===== config.mk =====
export PLATFORM = sky130hd
export DESIGN_NAME = bp_stall_hist_reader_flat
export DESIGN_NICKNAME = d
export VERILOG_FILES = /design/src/rtl/bp_profiler_pkg.sv /design/src/rtl/bp_stall_hist_reader_if.sv /design/src/rtl/bp_stall_hist_counter.sv /design/src/rtl/bp_stall_hist_reader.sv /design/src/flat_wrapper.sv
export SDC_FILE = /design/constraint.sdc
export NUM_CORES = 2
export LEC_CHECK = 0
export BUFFER_PORTS_ARGS = -buffer_cell sky130_fd_sc_hd__buf_2
export CORE_ASPECT_RATIO = 0.75
export CORE_MARGIN = 10
export CORE_UTILIZATION = 50
export DETAILED_ROUTE_END_ITERATION = 10
export HOLD_SLACK_MARGIN = 0.08
export PLACE_DENSITY = 0.65
export SYNTH_ARGS = -nofsm -noshare
export SYNTH_HDL_FRONTEND = slang
export SYNTH_HIERARCHICAL = 1
export SYNTH_SLANG_ARGS = --single-unit

===== constraint.sdc =====
create_clock -name clk_i -period 5.9 [get_ports clk_i]
set_input_delay 0.295 -clock clk_i [delete_from_list [all_inputs] [get_ports clk_i]]
set_output_delay 0.295 -clock clk_i [all_outputs]
set_load 0.02 [all_outputs]

===== src/rtl/bp_profiler_pkg.sv =====
// Shared profiler types for the stall-histogram reader.
// Contents:
//   bp_stall_reason_e / bp_stall_reason_s : encoded and one-hot stall reasons
//   stall_hist_instret_idx_gp              : read address of the instret counter
//   stall_hist_cycle_idx_gp                : read address of the cycle counter
//   bp_stall_hist_state_e                  : read-port FSM states
package bp_profiler_pkg;

    localparam int bp_num_stall_reasons_gp = 32;

    typedef enum logic [4:0] {
        e_stall_none              = 5'd0,
        e_stall_ifetch            = 5'd1,
        e_stall_icache_miss       = 5'd2,
        e_stall_dcache_miss       = 5'd3,
        e_stall_branch_mispredict = 5'd4,
        e_stall_long_op           = 5'd5,
        e_stall_fence             = 5'd6,
        e_stall_csr               = 5'd7,
        e_stall_exception         = 5'd8
    } bp_stall_reason_e;

    typedef struct packed {
        logic [bp_num_stall_reasons_gp-1:0] reasons;
    } bp_stall_reason_s;

    // The two extra counters sit directly above the reason counters.
    localparam int stall_hist_instret_idx_gp = bp_num_stall_reasons_gp;
    localparam int stall_hist_cycle_idx_gp   = bp_num_stall_reasons_gp + 1;

    typedef enum logic {
        e_hist_idle,
        e_hist_resp
    } bp_stall_hist_state_e;

endpackage


===== src/rtl/bp_stall_hist_reader_if.sv =====
// Host read port of the stall-histogram reader.
// Signal names are from the reader's point of view (_i into it, _o out).
//   rd_v_i / rd_ready_o            : request handshake
//   rd_addr_i, rd_clear_i          : counter index and clear-on-read
//   rd_v_o / rd_data_o / rd_yumi_i : response, consumed by yumi
// Modports: slave = the reader, master = the host CSR shell.
interface bp_stall_hist_reader_if #(
    parameter int cnt_width_p  = 32,
    parameter int addr_width_p = 6
);
    logic                    rd_v_i;
    logic                    rd_ready_o;
    logic [addr_width_p-1:0] rd_addr_i;
    logic                    rd_clear_i;
    logic                    rd_v_o;
    logic [cnt_width_p-1:0]  rd_data_o;
    logic                    rd_yumi_i;

    modport slave (
        input  rd_v_i, rd_addr_i, rd_clear_i, rd_yumi_i,
        output rd_ready_o, rd_v_o, rd_data_o
    );

    modport master (
        output rd_v_i, rd_addr_i, rd_clear_i, rd_yumi_i,
        input  rd_ready_o, rd_v_o, rd_data_o
    );
endinterface


===== src/rtl/bp_stall_hist_counter.sv =====
// One histogram counter.
// Ports: clk_i, reset_li (async active-low), up_i (increment this cycle),
//        clear_i (restart from zero this cycle), count_o (current value).
// Optional macro BP_STALL_HIST_SATURATE_EN: stick at all-ones instead of wrapping.
module bp_stall_hist_counter #(
    parameter int cnt_width_p = 32
) (
    input  logic                   clk_i,
    input  logic                   reset_li,
    input  logic                   up_i,
    input  logic                   clear_i,
    output logic [cnt_width_p-1:0] count_o
);
    logic [cnt_width_p-1:0] r_count;
    logic [cnt_width_p-1:0] w_base;
    logic [cnt_width_p-1:0] w_next;

    // Clear replaces the old value before the increment is added, so an
    // event landing in the clearing cycle still counts.
    always_comb begin
        w_base = clear_i ? '0 : r_count;
`ifdef BP_STALL_HIST_SATURATE_EN
        w_next = (up_i && !(&w_base)) ? w_base + 1'b1 : w_base;
`else
        w_next = up_i ? w_base + 1'b1 : w_base;
`endif
    end

    always_ff @(posedge clk_i or negedge reset_li) begin
        if (!reset_li) r_count <= '0;
        else           r_count <= w_next;
    end

    assign count_o = r_count;
endmodule


===== src/rtl/bp_stall_hist_reader.sv =====
// Stall-reason histogram with a single-outstanding host read port.
// Ports: clk_i, reset_li (async active-low), freeze_i, instret_i, stall_v_i,
//        stall_reason_i, rd_if (bp_stall_hist_reader_if.slave).
// Counter map: 0..num_reasons_p-1 reasons, num_reasons_p instret,
//              num_reasons_p+1 cycles. Other addresses read 0.
// Optional macro BP_STALL_HIST_SATURATE_EN: counters saturate instead of wrap.
module bp_stall_hist_reader
    import bp_profiler_pkg::*;
#(
    parameter int num_reasons_p    = 32,
    parameter int cnt_width_p      = 32,
    parameter int lg_num_reasons_p = $clog2(num_reasons_p),
    parameter int addr_width_p     = $clog2(num_reasons_p + 2)
) (
    input  logic                        clk_i,
    input  logic                        reset_li,
    input  logic                        freeze_i,
    input  logic                        instret_i,
    input  logic                        stall_v_i,
    input  logic [lg_num_reasons_p-1:0] stall_reason_i,
    bp_stall_hist_reader_if.slave       rd_if
);
    localparam int num_ctr_lp     = num_reasons_p + 2;
    localparam int instret_idx_lp = num_reasons_p;
    localparam int cycle_idx_lp   = num_reasons_p + 1;

    bp_stall_hist_state_e    r_state, w_next_state;
    logic [cnt_width_p-1:0]  r_data;
    logic [num_ctr_lp-1:0]   w_up;
    logic [num_ctr_lp-1:0]   w_clr;
    logic [cnt_width_p-1:0]  w_counts [num_ctr_lp];
    logic [cnt_width_p-1:0]  w_rd_val;
    logic [addr_width_p-1:0] w_addr;
    logic [addr_width_p-1:0] w_reason_idx;
    logic                    w_addr_ok;
    logic                    w_accept;

    assign w_addr       = rd_if.rd_addr_i;
    assign w_reason_idx = addr_width_p'(stall_reason_i);
    assign w_addr_ok    = int'(w_addr) < num_ctr_lp;
    assign w_accept     = (r_state == e_hist_idle) && rd_if.rd_v_i;

    // Increment decode: cycles always tick when not frozen; retire wins
    // over a stall so at most one of instret/reason moves per cycle.
    always_comb begin
        w_up = '0;
        if (!freeze_i) begin
            w_up[cycle_idx_lp] = 1'b1;
            if (instret_i)
                w_up[instret_idx_lp] = 1'b1;
            else if (stall_v_i && (int'(stall_reason_i) < num_reasons_p))
                w_up[w_reason_idx] = 1'b1;
        end
    end

    // Clear-on-read only touches a real counter on an accepted request.
    always_comb begin
        w_clr = '0;
        if (w_accept && rd_if.rd_clear_i && w_addr_ok)
            w_clr[w_addr] = 1'b1;
    end

    for (genvar g = 0; g < num_ctr_lp; g++) begin : g_cnt
        bp_stall_hist_counter #(.cnt_width_p(cnt_width_p)) u_cnt (
            .clk_i   (clk_i),
            .reset_li(reset_li),
            .up_i    (w_up[g]),
            .clear_i (w_clr[g]),
            .count_o (w_counts[g])
        );
    end

    // Read mux sees the pre-increment, pre-clear counter value.
    always_comb begin
        w_rd_val = '0;
        if (w_addr_ok)
            w_rd_val = w_counts[w_addr];
    end

    always_ff @(posedge clk_i or negedge reset_li) begin
        if (!reset_li) r_state <= e_hist_idle;
        else           r_state <= w_next_state;
    end

    // Read FSM: one request accepted in IDLE, held in RESP until yumi.
    always_comb begin
        w_next_state     = r_state;
        rd_if.rd_ready_o = 1'b0;
        rd_if.rd_v_o     = 1'b0;
        case (r_state)
            e_hist_idle: begin
                rd_if.rd_ready_o = 1'b1;
                if (rd_if.rd_v_i) w_next_state = e_hist_resp;
            end
            e_hist_resp: begin
                rd_if.rd_v_o = 1'b1;
                if (rd_if.rd_yumi_i) w_next_state = e_hist_idle;
            end
            default: w_next_state = e_hist_idle;
        endcase
    end

    // Response register only loads on accept so data stays stable in RESP.
    always_ff @(posedge clk_i or negedge reset_li) begin
        if (!reset_li)     r_data <= '0;
        else if (w_accept) r_data <= w_rd_val;
    end

    assign rd_if.rd_data_o = r_data;
endmodule


===== src/flat_wrapper.sv =====
// flat-port wrapper written by rule: the top's interface ports become plain ports
module bp_stall_hist_reader_flat import bp_profiler_pkg::*;
#(
    parameter int num_reasons_p    = 32,
    parameter int cnt_width_p      = 32,
    parameter int lg_num_reasons_p = $clog2(num_reasons_p),
    parameter int addr_width_p     = $clog2(num_reasons_p + 2)
)
  (clk_i, reset_li, freeze_i, instret_i, stall_v_i, stall_reason_i, rd_if_rd_v_i, rd_if_rd_addr_i, rd_if_rd_clear_i, rd_if_rd_yumi_i, rd_if_rd_ready_o, rd_if_rd_v_o, rd_if_rd_data_o);
  bp_stall_hist_reader_if #(.cnt_width_p(cnt_width_p), .addr_width_p(addr_width_p)) rd_if_i ();
  input  logic clk_i;
  input  logic reset_li;
  input  logic freeze_i;
  input  logic instret_i;
  input  logic stall_v_i;
  input  logic [lg_num_reasons_p-1:0] stall_reason_i;
  input wire logic [$bits(rd_if_i.rd_v_i)-1:0] rd_if_rd_v_i;
  input wire logic [$bits(rd_if_i.rd_addr_i)-1:0] rd_if_rd_addr_i;
  input wire logic [$bits(rd_if_i.rd_clear_i)-1:0] rd_if_rd_clear_i;
  input wire logic [$bits(rd_if_i.rd_yumi_i)-1:0] rd_if_rd_yumi_i;
  output wire logic [$bits(rd_if_i.rd_ready_o)-1:0] rd_if_rd_ready_o;
  output wire logic [$bits(rd_if_i.rd_v_o)-1:0] rd_if_rd_v_o;
  output wire logic [$bits(rd_if_i.rd_data_o)-1:0] rd_if_rd_data_o;
  assign rd_if_i.rd_v_i = rd_if_rd_v_i;
  assign rd_if_i.rd_addr_i = rd_if_rd_addr_i;
  assign rd_if_i.rd_clear_i = rd_if_rd_clear_i;
  assign rd_if_i.rd_yumi_i = rd_if_rd_yumi_i;
  assign rd_if_rd_ready_o = rd_if_i.rd_ready_o;
  assign rd_if_rd_v_o = rd_if_i.rd_v_o;
  assign rd_if_rd_data_o = rd_if_i.rd_data_o;
  bp_stall_hist_reader #(.num_reasons_p(num_reasons_p), .cnt_width_p(cnt_width_p), .lg_num_reasons_p(lg_num_reasons_p), .addr_width_p(addr_width_p)) u_core (.clk_i(clk_i), .reset_li(reset_li), .freeze_i(freeze_i), .instret_i(instret_i), .stall_v_i(stall_v_i), .stall_reason_i(stall_reason_i), .rd_if(rd_if_i));
endmodule

==> qor.yml <==
route:
  post-route-drc-count: 0
  ant_nets: 0
  routed_wl_mm: 252
  viasPerCell: 6.84
  dr.pass1.iters: 8
  vias: 60907
  drt_iter0_drc: 8760
  routedWlPerCell_um: 28.3
clock_tree:
  cts_root_buf: "clkbuf_16"
  hold_buffers: 5
  clk_latency_ns: 0.78
  cts_tree: "yes"
  cts.sinks: 1121
  cts_buffer_depth: 3
  h-tree-depth: 3
  cts.clk_slew.worst_paths_ns: 0.07
  post_cts_resized: 0
  cts_setup_buffers: 0
  cts_buffers: 118
finish:
  fin_cells: 8908
  final_layout_size_suffix_gt1_share_pct: 11.6
  areaGrowthSynthToFinish_pct: 7.69
  final_nets: 7008
  final_area_um2: 74400
worst_setup_path:
  crit_type: "in2reg"
  critPathCaptureType: "flop"
  crit_path_start_kind: "input port"
  required_ns: 6.57
  worst-endpoint-arrival_ns: 4.95
  worstPathMaxFanout: 15
timing:
  period_minus_slack_ns: 4.28
  period_share_pct: 72.5
  fmaxAchievable_mhz: 234
  slew_viol_final: 0
  hold-worst-slack_ns: 0.181
  rsz0062_at_grt: "false"
  worstMarginPinSlew_ns: 1.34
  hold_viol_final: 0
  fin_worst_skew_ns: 0.0362
  slew_headroom_pct: 9.21
  setup_violations: 0
  fin_tns_setup_ns: 0
synth:
  syn_avg_cell_area_um2: 9.64
  ys_types: 84
  yosys_register_bits: 1121
  synth_top_cell_by_area: "dfrtp_1"
  yosysWarnings: 6
  netlist_instances: 7161
  synth_nets: 7214
  ys_seq_area_share_pct: 40.6
  yosys.area.top_type_share_pct: 40.6
  async_flop_share_pct: 100
  yosys-top-cells-area: "dfrtp_1 (41%), xnor2_1 (4.4%), mux4_2 (4.2%)"
  synth-main-ff-cell: "dfrtp_1"
  synth.most_common_cell: "dfrtp_1"
  synthTopCellsByCount: "dfrtp_1 (1121), a21oi_1 (543), nand2_1 (467)"
  synth-edff-count: 0
  netlist_area_um2: 69000
min_path:
  worst_hold_path_type: "in2async"
die:
  design.die.area_um2: 154000
  fp-row-count: 117
  start_util_pct: 50.6
  io_pins: 53
  die_height_um: 342
  die_width_um: 449
  coreArea_um2: 136000
power:
  leakagePower_nw: 29.3
  ir_worst_vdd_mv: 0.220
  powerDensity_nw_per_um2: 228
place:
  io_buffers: 52
  dp_cells: 8674
  gp_congestion: 1.02
  hpwl_mm: 181
  dpl_cell_area_um2: 70200
global_route:
  grt_pass1_wl_mm: 372
  antenna_found_initial: 19
  grt_pass1_vias: 55572
  grt_overflow: 0
  grt_max_degree: 159
  grtUsageTotal_pct: 31.5
job:
  cap_violations: 0
run_status:
  status: "complete, no violations"
[registers in the layout, summed over array words and instances, names as in the netlist]
signal / cells
u_core/rd_if.rd_data_o: 32
u_core/g_cnt.u_cnt/count_o: 1088
u_core/r_state: 1
[logic make-up after synthesis]
logic type | synth area share (%)
multiplexers | 8.41
AND/OR/NAND/NOR | 26.9
flip-flops | 40.6
XOR/XNOR | 6.23
AO/OA/AOI/OAI | 12.6
adder cells (fa/ha/maj) | 0.616
buffers and inverters | 4.62
[path summary, 6_finish.rpt]
kind                                                               from                                            to  slack (ns)  depth (start not counted)
max reg2reg                                    u_core/r_state$_DFF_PN0_  u_core/g_cnt[11].u_cnt/count_o[26]$_DFF_PN0_        1.82                         11
max                                                           instret_i  u_core/g_cnt[31].u_cnt/count_o[26]$_DFF_PN0_        1.62                          9
min in group clk_i                                         rd_if_rd_v_i        u_core/rd_if.rd_data_o[20]$_DFFE_PN0N_        0.22                          4
min                                                            reset_li   u_core/g_cnt[5].u_cnt/count_o[24]$_DFF_PN0_        0.18                          2
max in group asynchronous                                      reset_li  u_core/g_cnt[13].u_cnt/count_o[20]$_DFF_PN0_        4.20                          4
min reg2reg                u_core/g_cnt[18].u_cnt/count_o[29]$_DFF_PN0_  u_core/g_cnt[18].u_cnt/count_o[29]$_DFF_PN0_        0.56                          2
[final cells by class]
class / count / area (um^2)
Antenna cell: 8 / 20.0
Sequential cell: 1121 / 28100
Clock buffer: 187 / 3620
Inverter: 209 / 785
Tap cell: 1844 / 2310
Clock inverter: 34 / 433
Timing Repair Buffer: 155 / 1170
Multi-Input combinational cell: 5350 / 38000
Fill cell: 12206 / 62100
[per-stage QoR]
| step | worst slack [ns] | power (mW) | utilization (%) |
|---|---|---|---|
| 2_1_floorplan | 2.57 | 8.53 | - |
| 5_1_grt | 1.61 | 17.4 | 54.5 |
| 4_1_cts | 1.88 | 17.0 | 54.5 |
| 6_report | 1.62 | 16.9 | 54.5 |
| 3_5_place_dp | 1.43 | 9.05 | 51.5 |
| 3_3_place_gp | 1.53 | 9.03 | 51.5 |
[power by group]
| part | switching (mW) | total [mW] | internal [mW] |
|---|---|---|---|
| combinational | 0.717 | 1.01 | 0.293 |
| sequential | 0.142 | 7.94 | 7.80 |
| clock | 3.39 | 7.97 | 4.57 |
[cell usage in the layout, fill, tap and decap left out, types with 149 or more instances in the layout]
cell type,n
o31ai_1,333
nand3_1,227
o21ai_0,218
nor2b_1,310
dfrtp_1,1121
or4_1,365
mux2_2,149
nand4_1,243
or3_1,172
xnor2_1,348
inv_1,206
nand2_1,467
nor2_1,408
a21oi_1,543
[critical path, cell delays in order]
cell           delay (ns)
dlygate4sd3_1        0.53
buf_2                0.18
nor2_1               0.15
nand4_1              0.94
nor2_1               0.87
and3_1               0.50
nand4_1              0.61
or4_1                0.70
a21oi_1              0.15
[layer usage]
metal / GRT usage, % / vias up / share of wire [%]
li1: - / 26325 / -
met1: 45.8 / 30571 / 42
met2: 42.7 / 3456 / 40
met3: 10.1 / 549 / 13
met4: 12.9 / 6 / 4.7
met5: 0.750 / - / 0.068
No activity file was read; power rests on OpenSTA's default activity.
